**config.mk**
```make
export PLATFORM = sky130hd
export DESIGN_NAME = schedule_fetch_sequencer
export DESIGN_NICKNAME = d
export VERILOG_FILES = /design/src/rtl/schedule_fetch_sequencer.sv
export SDC_FILE = /design/constraint.sdc
export NUM_CORES = 1
export LEC_CHECK = 0
export ABC_CLOCK_PERIOD_IN_PS = 9190
export CORE_UTILIZATION = 56
export CTS_CLUSTER_DIAMETER = 150
export CTS_CLUSTER_SIZE = 10
export DETAILED_ROUTE_END_ITERATION = 10
export GPL_TIMING_DRIVEN = 0
export PLACE_DENSITY = 0.86
export SYNTH_ARGS = -nofsm -noshare
export SYNTH_HDL_FRONTEND = slang
export SYNTH_SLANG_ARGS = --single-unit
```
**constraint.sdc**
```tcl
create_clock -name i_clk -period 9.19 [get_ports i_clk]
set_clock_uncertainty 0.05 [all_clocks]
set_input_delay 2.2975 -clock i_clk [delete_from_list [all_inputs] [get_ports i_clk]]
set_output_delay 2.2975 -clock i_clk [all_outputs]
set_load 0.02 [all_outputs]
```
**src/rtl/schedule_fetch_sequencer.sv**
```systemverilog
// Resolves the active thermostat program instance for a time stamp by
// walking pattern -> week -> day -> instance through a 32-bit read port.
module schedule_fetch_sequencer #(
  parameter int G_ADDR_W = 10
) (
  input  logic                i_clk,
  input  logic                i_reset,
  input  logic                i_start,
  input  logic [5:0]          i_week_idx,
  input  logic [6:0]          i_day,
  input  logic [4:0]          i_hour,
  input  logic [5:0]          i_minute,
  output logic                o_mem_rd_en,
  output logic [G_ADDR_W-1:0] o_mem_addr,
  input  logic [31:0]         i_mem_rd_data,
  input  logic                i_mem_rd_valid,
  output logic                o_busy,
  output logic                o_done,
  output logic [31:0]         o_program_stc,
  output logic                o_program_error,
  output logic [2:0]          o_error_code
);

  typedef enum logic [3:0] {
    S_IDLE,
    S_CHK,
    S_RD_PAT,
    S_RD_WK_LO,
    S_RD_WK_HI,
    S_RD_DAY_LO,
    S_RD_DAY_HI,
    S_SCAN,
    S_RD_SLOT,
    S_RD_HDR,
    S_FIN
  } t_state;

  localparam logic [2:0] C_PAT  = 3'd1;
  localparam logic [2:0] C_WEEK = 3'd2;
  localparam logic [2:0] C_DAY  = 3'd3;
  localparam logic [2:0] C_OVL  = 3'd4;
  localparam logic [2:0] C_INST = 3'd5;
  localparam logic [2:0] C_TIME = 3'd6;

  t_state r_state;
  t_state w_nxt;

  logic [5:0]          r_week;
  logic [6:0]          r_day;
  logic [4:0]          r_hour;
  logic [5:0]          r_min;
  logic [5:0]          r_pat_wk;
  logic [5:0]          r_day_idx;
  logic [31:0]         r_lo;
  logic [62:0]         r_mask;
  logic [5:0]          r_idx;
  logic                r_hit;
  logic [31:0]         r_hdr;
  logic [2:0]          r_code;
  logic                r_pend;
  logic                r_rd_en;
  logic [G_ADDR_W-1:0] r_addr;
  logic                r_busy;
  logic                r_done;
  logic [31:0]         r_stc;
  logic                r_perr;
  logic [2:0]          r_ecode;

  logic                w_issue;
  logic [G_ADDR_W-1:0] w_addr;
  logic                w_abort;
  logic [2:0]          w_acode;
  logic                w_rv;
  logic                w_start;
  logic                w_last;
  logic [1:0]          w_q;
  logic [6:0]          w_slot;
  logic [2:0]          w_k;
  logic [63:0]         w_wk64;
  logic [5:0]          w_wday;
  logic [6:0]          w_pat;
  logic                w_slot_bit;

  assign w_rv    = i_mem_rd_valid && r_pend;
  assign w_start = i_start && !r_done;
  assign w_last  = (r_idx == 6'd62);

  assign w_q = (r_min < 6'd15) ? 2'd0 :
               (r_min < 6'd30) ? 2'd1 :
               (r_min < 6'd45) ? 2'd2 : 2'd3;
  assign w_slot = {r_hour, 2'b00} + {5'd0, w_q};

  // lowest set day bit selects the week byte
  always_comb begin
    w_k = '0;
    for (int j = 6; j >= 0; j--)
      if (r_day[j]) w_k = 3'(j);
  end

  assign w_wk64     = {i_mem_rd_data, r_lo};
  assign w_wday     = w_wk64[{w_k, 3'b000} +: 6];
  assign w_pat      = i_mem_rd_data[{r_week[1:0], 3'b000} +: 7];
  assign w_slot_bit = i_mem_rd_data[w_slot[4:0]];

  always_comb begin
    w_nxt   = r_state;
    w_issue = 1'b0;
    w_addr  = '0;
    w_abort = 1'b0;
    w_acode = '0;
    unique case (r_state)
      S_IDLE: if (w_start) w_nxt = S_CHK;
      S_CHK: begin
        if (r_hour > 5'd23 || r_min > 6'd59) begin
          w_abort = 1'b1;
          w_acode = C_TIME;
        end else if (r_week > 6'd51) begin
          w_abort = 1'b1;
          w_acode = C_PAT;
        end else begin
          w_nxt   = S_RD_PAT;
          w_issue = 1'b1;
          w_addr  = G_ADDR_W'(512 + r_week[5:2]);
        end
      end
      S_RD_PAT: if (w_rv) begin
        if (!w_pat[6]) begin
          w_abort = 1'b1;
          w_acode = C_PAT;
        end else begin
          w_nxt   = S_RD_WK_LO;
          w_issue = 1'b1;
          w_addr  = G_ADDR_W'(384 + 2 * w_pat[5:0]);
        end
      end
      S_RD_WK_LO: if (w_rv) begin
        w_nxt   = S_RD_WK_HI;
        w_issue = 1'b1;
        w_addr  = G_ADDR_W'(385 + 2 * r_pat_wk);
      end
      S_RD_WK_HI: if (w_rv) begin
        if (!i_mem_rd_data[31]) begin
          w_abort = 1'b1;
          w_acode = C_WEEK;
        end else begin
          w_nxt   = S_RD_DAY_LO;
          w_issue = 1'b1;
          w_addr  = G_ADDR_W'(256 + 2 * w_wday);
        end
      end
      S_RD_DAY_LO: if (w_rv) begin
        w_nxt   = S_RD_DAY_HI;
        w_issue = 1'b1;
        w_addr  = G_ADDR_W'(257 + 2 * r_day_idx);
      end
      S_RD_DAY_HI: if (w_rv) begin
        if (!i_mem_rd_data[31]) begin
          w_abort = 1'b1;
          w_acode = C_DAY;
        end else begin
          w_nxt = S_SCAN;
        end
      end
      S_SCAN: begin
        if (r_mask[r_idx]) begin
          w_nxt   = S_RD_SLOT;
          w_issue = 1'b1;
          w_addr  = G_ADDR_W'({r_idx, w_slot[6:5]});
        end else if (w_last) begin
          w_nxt = S_FIN;
        end
      end
      S_RD_SLOT: if (w_rv) begin
        if (w_slot_bit) begin
          w_nxt   = S_RD_HDR;
          w_issue = 1'b1;
          w_addr  = G_ADDR_W'({r_idx, 2'b11});
        end else begin
          w_nxt = w_last ? S_FIN : S_SCAN;
        end
      end
      S_RD_HDR: if (w_rv) begin
        if (!i_mem_rd_data[31]) begin
          w_abort = 1'b1;
          w_acode = C_INST;
        end else if (r_hit) begin
          w_abort = 1'b1;
          w_acode = C_OVL;
        end else begin
          w_nxt = w_last ? S_FIN : S_SCAN;
        end
      end
      S_FIN: w_nxt = S_IDLE;
      default: w_nxt = S_IDLE;
    endcase
    if (w_abort) w_nxt = S_FIN;
  end

  always_ff @(posedge i_clk or posedge i_reset) begin
    if (i_reset) begin
      r_state   <= S_IDLE;
      r_week    <= '0;
      r_day     <= '0;
      r_hour    <= '0;
      r_min     <= '0;
      r_pat_wk  <= '0;
      r_day_idx <= '0;
      r_lo      <= '0;
      r_mask    <= '0;
      r_idx     <= '0;
      r_hit     <= 1'b0;
      r_hdr     <= '0;
      r_code    <= '0;
      r_pend    <= 1'b0;
      r_rd_en   <= 1'b0;
      r_addr    <= '0;
      r_busy    <= 1'b0;
      r_done    <= 1'b0;
      r_stc     <= '0;
      r_perr    <= 1'b0;
      r_ecode   <= '0;
    end else begin
      r_state <= w_nxt;
      r_rd_en <= w_issue;
      r_busy  <= (w_nxt != S_IDLE);
      r_done  <= (r_state == S_FIN);
      if (w_issue) r_addr <= w_addr;
      // a read return only counts against a strobe we issued
      if (w_issue) r_pend <= 1'b1;
      else if (w_rv) r_pend <= 1'b0;
      if (w_abort) r_code <= w_acode;
      unique case (r_state)
        S_IDLE: if (w_start) begin
          r_week <= i_week_idx;
          r_day  <= i_day;
          r_hour <= i_hour;
          r_min  <= i_minute;
          r_idx  <= '0;
          r_hit  <= 1'b0;
          r_hdr  <= '0;
          r_code <= '0;
        end
        S_RD_PAT:    if (w_rv) r_pat_wk <= w_pat[5:0];
        S_RD_WK_LO:  if (w_rv) r_lo <= i_mem_rd_data;
        S_RD_WK_HI:  if (w_rv) r_day_idx <= w_wday;
        S_RD_DAY_LO: if (w_rv) r_lo <= i_mem_rd_data;
        S_RD_DAY_HI: if (w_rv) r_mask <= {i_mem_rd_data[30:0], r_lo};
        S_SCAN:      if (!r_mask[r_idx]) r_idx <= r_idx + 6'd1;
        S_RD_SLOT:   if (w_rv && !w_slot_bit) r_idx <= r_idx + 6'd1;
        S_RD_HDR: if (w_rv) begin
          r_idx <= r_idx + 6'd1;
          if (i_mem_rd_data[31] && !r_hit) begin
            r_hit <= 1'b1;
            r_hdr <= i_mem_rd_data;
          end
        end
        S_FIN: begin
          r_perr  <= (r_code != 3'd0);
          r_ecode <= r_code;
          r_stc   <= (r_code == 3'd0 && r_hit) ? r_hdr : 32'd0;
        end
        default: ;
      endcase
    end
  end

  assign o_mem_rd_en     = r_rd_en;
  assign o_mem_addr      = r_addr;
  assign o_busy          = r_busy;
  assign o_done          = r_done;
  assign o_program_stc   = r_stc;
  assign o_program_error = r_perr;
  assign o_error_code    = r_ecode;

endmodule
```
==> impl_metrics.py <==
metrics = {
    "grt": {
        "grt_pass1_vias": 9035,
        "grt_start_max_net_pins": 133,
        "track_usage": 0.3269,
        "grt_antenna_before_repair": 0,
        "grt_pass1_wl_um": 50180,
        "grt-ovfl-total": 0,
    },
    "worst_hold_path": {
        "hold_start": "o_error_code[0]",
        "hold_path.class": "flop to flop",
        "holdPathStages": 2,
        "hold_end": "o_error_code[0]",
    },
    "timing": {
        "max_slew_margin": 0.1460,
        "rsz0062_at_grt": "false",
        "worst_pin_slew_ns": 1.263,
        "finalHoldWorstSlack_ns": 0.4182,
        "fin_ws_ns": 4.182,
        "min_period_ns": 5.008,
        "finalSetupViolCount": 0,
        "hold_viol_final": 0,
        "drv_slew": 0,
        "period_share": 0.5450,
        "max_freq_mhz": 199.7,
    },
    "clock_network": {
        "cts_made_buffers": 26,
        "clock_latency_ns": 0.52,
        "cts_tree": "built",
        "postCtsSetupBuffers": 0,
        "clk_pin_slew_worst_paths_ns": 0.06,
        "ctsHoldBuffers": 0,
        "htreeDepth": 1,
        "numClockSinks": 227,
        "cts_resized": 0,
        "cts_buffer_depth": 3,
        "cts-root-buf": "clkbuf_16",
    },
    "critical_path": {
        "required_ns": 9.52,
        "crit_arrival_ns": 5.34,
        "r2r_end": "o_busy",
        "r2r_start": "r_state[2]",
        "r2r_cells": 8,
        "regToRegSetupSlack_ns": 5.96,
        "crit_path_start_kind": "input pin",
        "crit_path_end_kind": "flop",
        "crit_type": "input pin to flop",
        "cp_max_fo": 7,
    },
    "place": {
        "port-buffer-count": 108,
        "dp.cells": 1386,
        "dp_hpwl_um": 22060,
        "place_area_mm2": 0.01241,
        "gp_congestion": 0.9701,
        "pre_cts_ws_ns": 3.556,
    },
    "synth": {
        "synth_cell_types": 69,
        "synth_edf_count": 0,
        "synthArstFlopShare": 1.000,
        "syn_nets": 1079,
        "ys.flop_type": "dfrtp_1",
        "synth_area_mm2": 0.01097,
        "yosysWarnings": 0,
        "synthCells": 1017,
        "yosysSeqAreaShare": 0.5180,
        "synth_area_per_cell_um2": 10.78,
        "ys_ff_latch": 227,
    },
    "floorplan": {
        "rows": 50,
        "io_pins": 109,
        "die_h_um": 141.9,
        "die-area_mm2": 0.02015,
        "coreArea_mm2": 0.01896,
        "die_x_um": 141.9,
        "start_util": 0.5785,
    },
    "routing": {
        "vias": 9040,
        "dr.pass1.iters": 8,
        "drtIter0Drc": 941,
        "wl_per_cell_um": 22.25,
        "drt-total-wl_um": 31490,
        "via_per_inst": 6.389,
        "drc": 0,
        "ant_nets": 0,
    },
    "cells_and_area": {
        "diodes": 0,
        "final_area_mm2": 0.01309,
        "regArea_mm2": 0.005680,
        "drive_above_1_share": 0.1576,
        "areaGrowthSynthToFinish_pct": 19.40,
        "finalNetCount": 1217,
        "fillers": 1404,
        "layout_common_cells": "227 x dfrtp_1, 216 x nand2_1, 108 x clkdlybuf4s50_1, 103 x mux2_2, 61 x o21ai_0",
        "multi_input_area_mm2": 0.004927,
        "final_common_cell": "dfrtp_1",
        "fin_cells": 1415,
    },
    "flow_run": {
        "cap_violations": 0,
    },
    "power": {
        "vdd_drop_max_mv": 0.1881,
        "power_mw": 3.784,
        "p_per_area_mw_per_mm2": 289.0,
        "p_leak_nw": 5.855,
    },
    "status": {
        "status": "finished clean",
    },
}
## power breakdown
group          switching, mW  leakage (nW)  internal, mW  total (mW)
combinational          0.807          2.49         0.604        1.41
clock                  0.369         0.337         0.512       0.880
sequential             0.203          3.03          1.29        1.49
total                   1.38          5.86          2.41        3.78
## critical path, stage by stage
cell and delay [ns]:
clkdlybuf4s50_1 0.78, mux4_2 0.38, and2b_1 0.23, nor4b_1 1.03, nand3b_1 0.22, a211oi_1 0.25
o2111ai_1 0.15
## how the worst max path moves through the flow
stage                      start       endpoint  slack [ns]  cells past startpoint
6_report       i_mem_rd_data[14]         o_busy        4.18                      7
2_1_floorplan            i_reset         o_busy        0.62                      1
3_5_place_dp      i_mem_rd_valid  o_mem_addr[8]        3.56                     10
3_3_place_gp             i_reset  o_mem_addr[3]       -2.06                      2
4_1_cts           i_mem_rd_valid  o_mem_addr[8]        4.07                     10
5_1_grt           i_mem_rd_valid         o_busy        4.06                     10
## logic make-up after synthesis
group | count (synthesis) | share of synthesized area
AND/OR/NAND/NOR | 337 | 0.1352
flip-flops | 227 | 0.5180
adder cells (fa/ha/maj) | 2 | 0.002282
buffers and inverters | 81 | 0.03263
AO/OA/AOI/OAI | 222 | 0.1445
multiplexers | 148 | 0.1674
## sequential cells by signal (all words and copies together), names as in the netlist, 7 cells and up
signal,flops
o_mem_addr,10
r_mask,63
r_lo,32
r_day,7
o_program_stc,32
r_hdr,32
## metal layers
layer  routed length (um)  track usage  up-vias  share of wire
met5                    0            0        -              0
met4                 1450       0.1347        0          0.046
met3                 2966      0.05350      118          0.094
met2                14390       0.5139      506           0.46
met1                12680       0.4553     4464           0.40
li1                     -            -     3952              -
## cells in the mapped netlist, drive strengths merged, types with 4 or more instances
cell / number / area, um^2
inv: 15 / 56.30
nand4: 6 / 37.54
a211oi: 5 / 55.05
a22o: 36 / 315.3
a22oi: 5 / 37.54
nand2: 216 / 810.8
nand2b: 5 / 31.28
buf: 23 / 140.1
a21oi: 21 / 108.9
o21a: 4 / 30.03
o211ai: 8 / 60.06
a31oi: 10 / 62.56
and2: 7 / 47.55
mux2i: 27 / 270.3
dfrtp: 227 / 5680
o221ai: 7 / 61.31
o2111ai: 5 / 43.79
nor2b: 12 / 75.07
nor3: 9 / 45.04
a21o: 10 / 75.07
o22ai: 6 / 37.54
and3: 6 / 37.54
mux4: 17 / 390.4
clkbuf: 43 / 161.4
mux2: 104 / 1175
a32oi: 13 / 113.9
o21ai: 63 / 315.3
o31ai: 4 / 30.03
nor2: 33 / 123.9
nand3: 18 / 90.09
nand3b: 6 / 45.04
nor4: 5 / 31.28
## per-stage QoR
stage | util | TNS (ns)
floorplan | - | 0
global placement | 0.6527 | -463.02
detailed placement | 0.6545 | 0
CTS | 0.6904 | 0
global route | 0.6907 | 0
finish | 0.6907 | 0
## layout make-up
| class | count | area share |
|---|---|---|
| flip-flops and latches | 227 | 0.4339 |
| multi-input cells | 709 | 0.3763 |
| repair buffers | 110 | 0.08505 |
| clock buffers | 27 | 0.05161 |
| well taps | 260 | 0.02485 |
| plain buffers | 66 | 0.02303 |
| inverters | 15 | 0.004874 |
| clock inverters | 1 | 0.0003823 |
(Power assumes the default switching activity.)
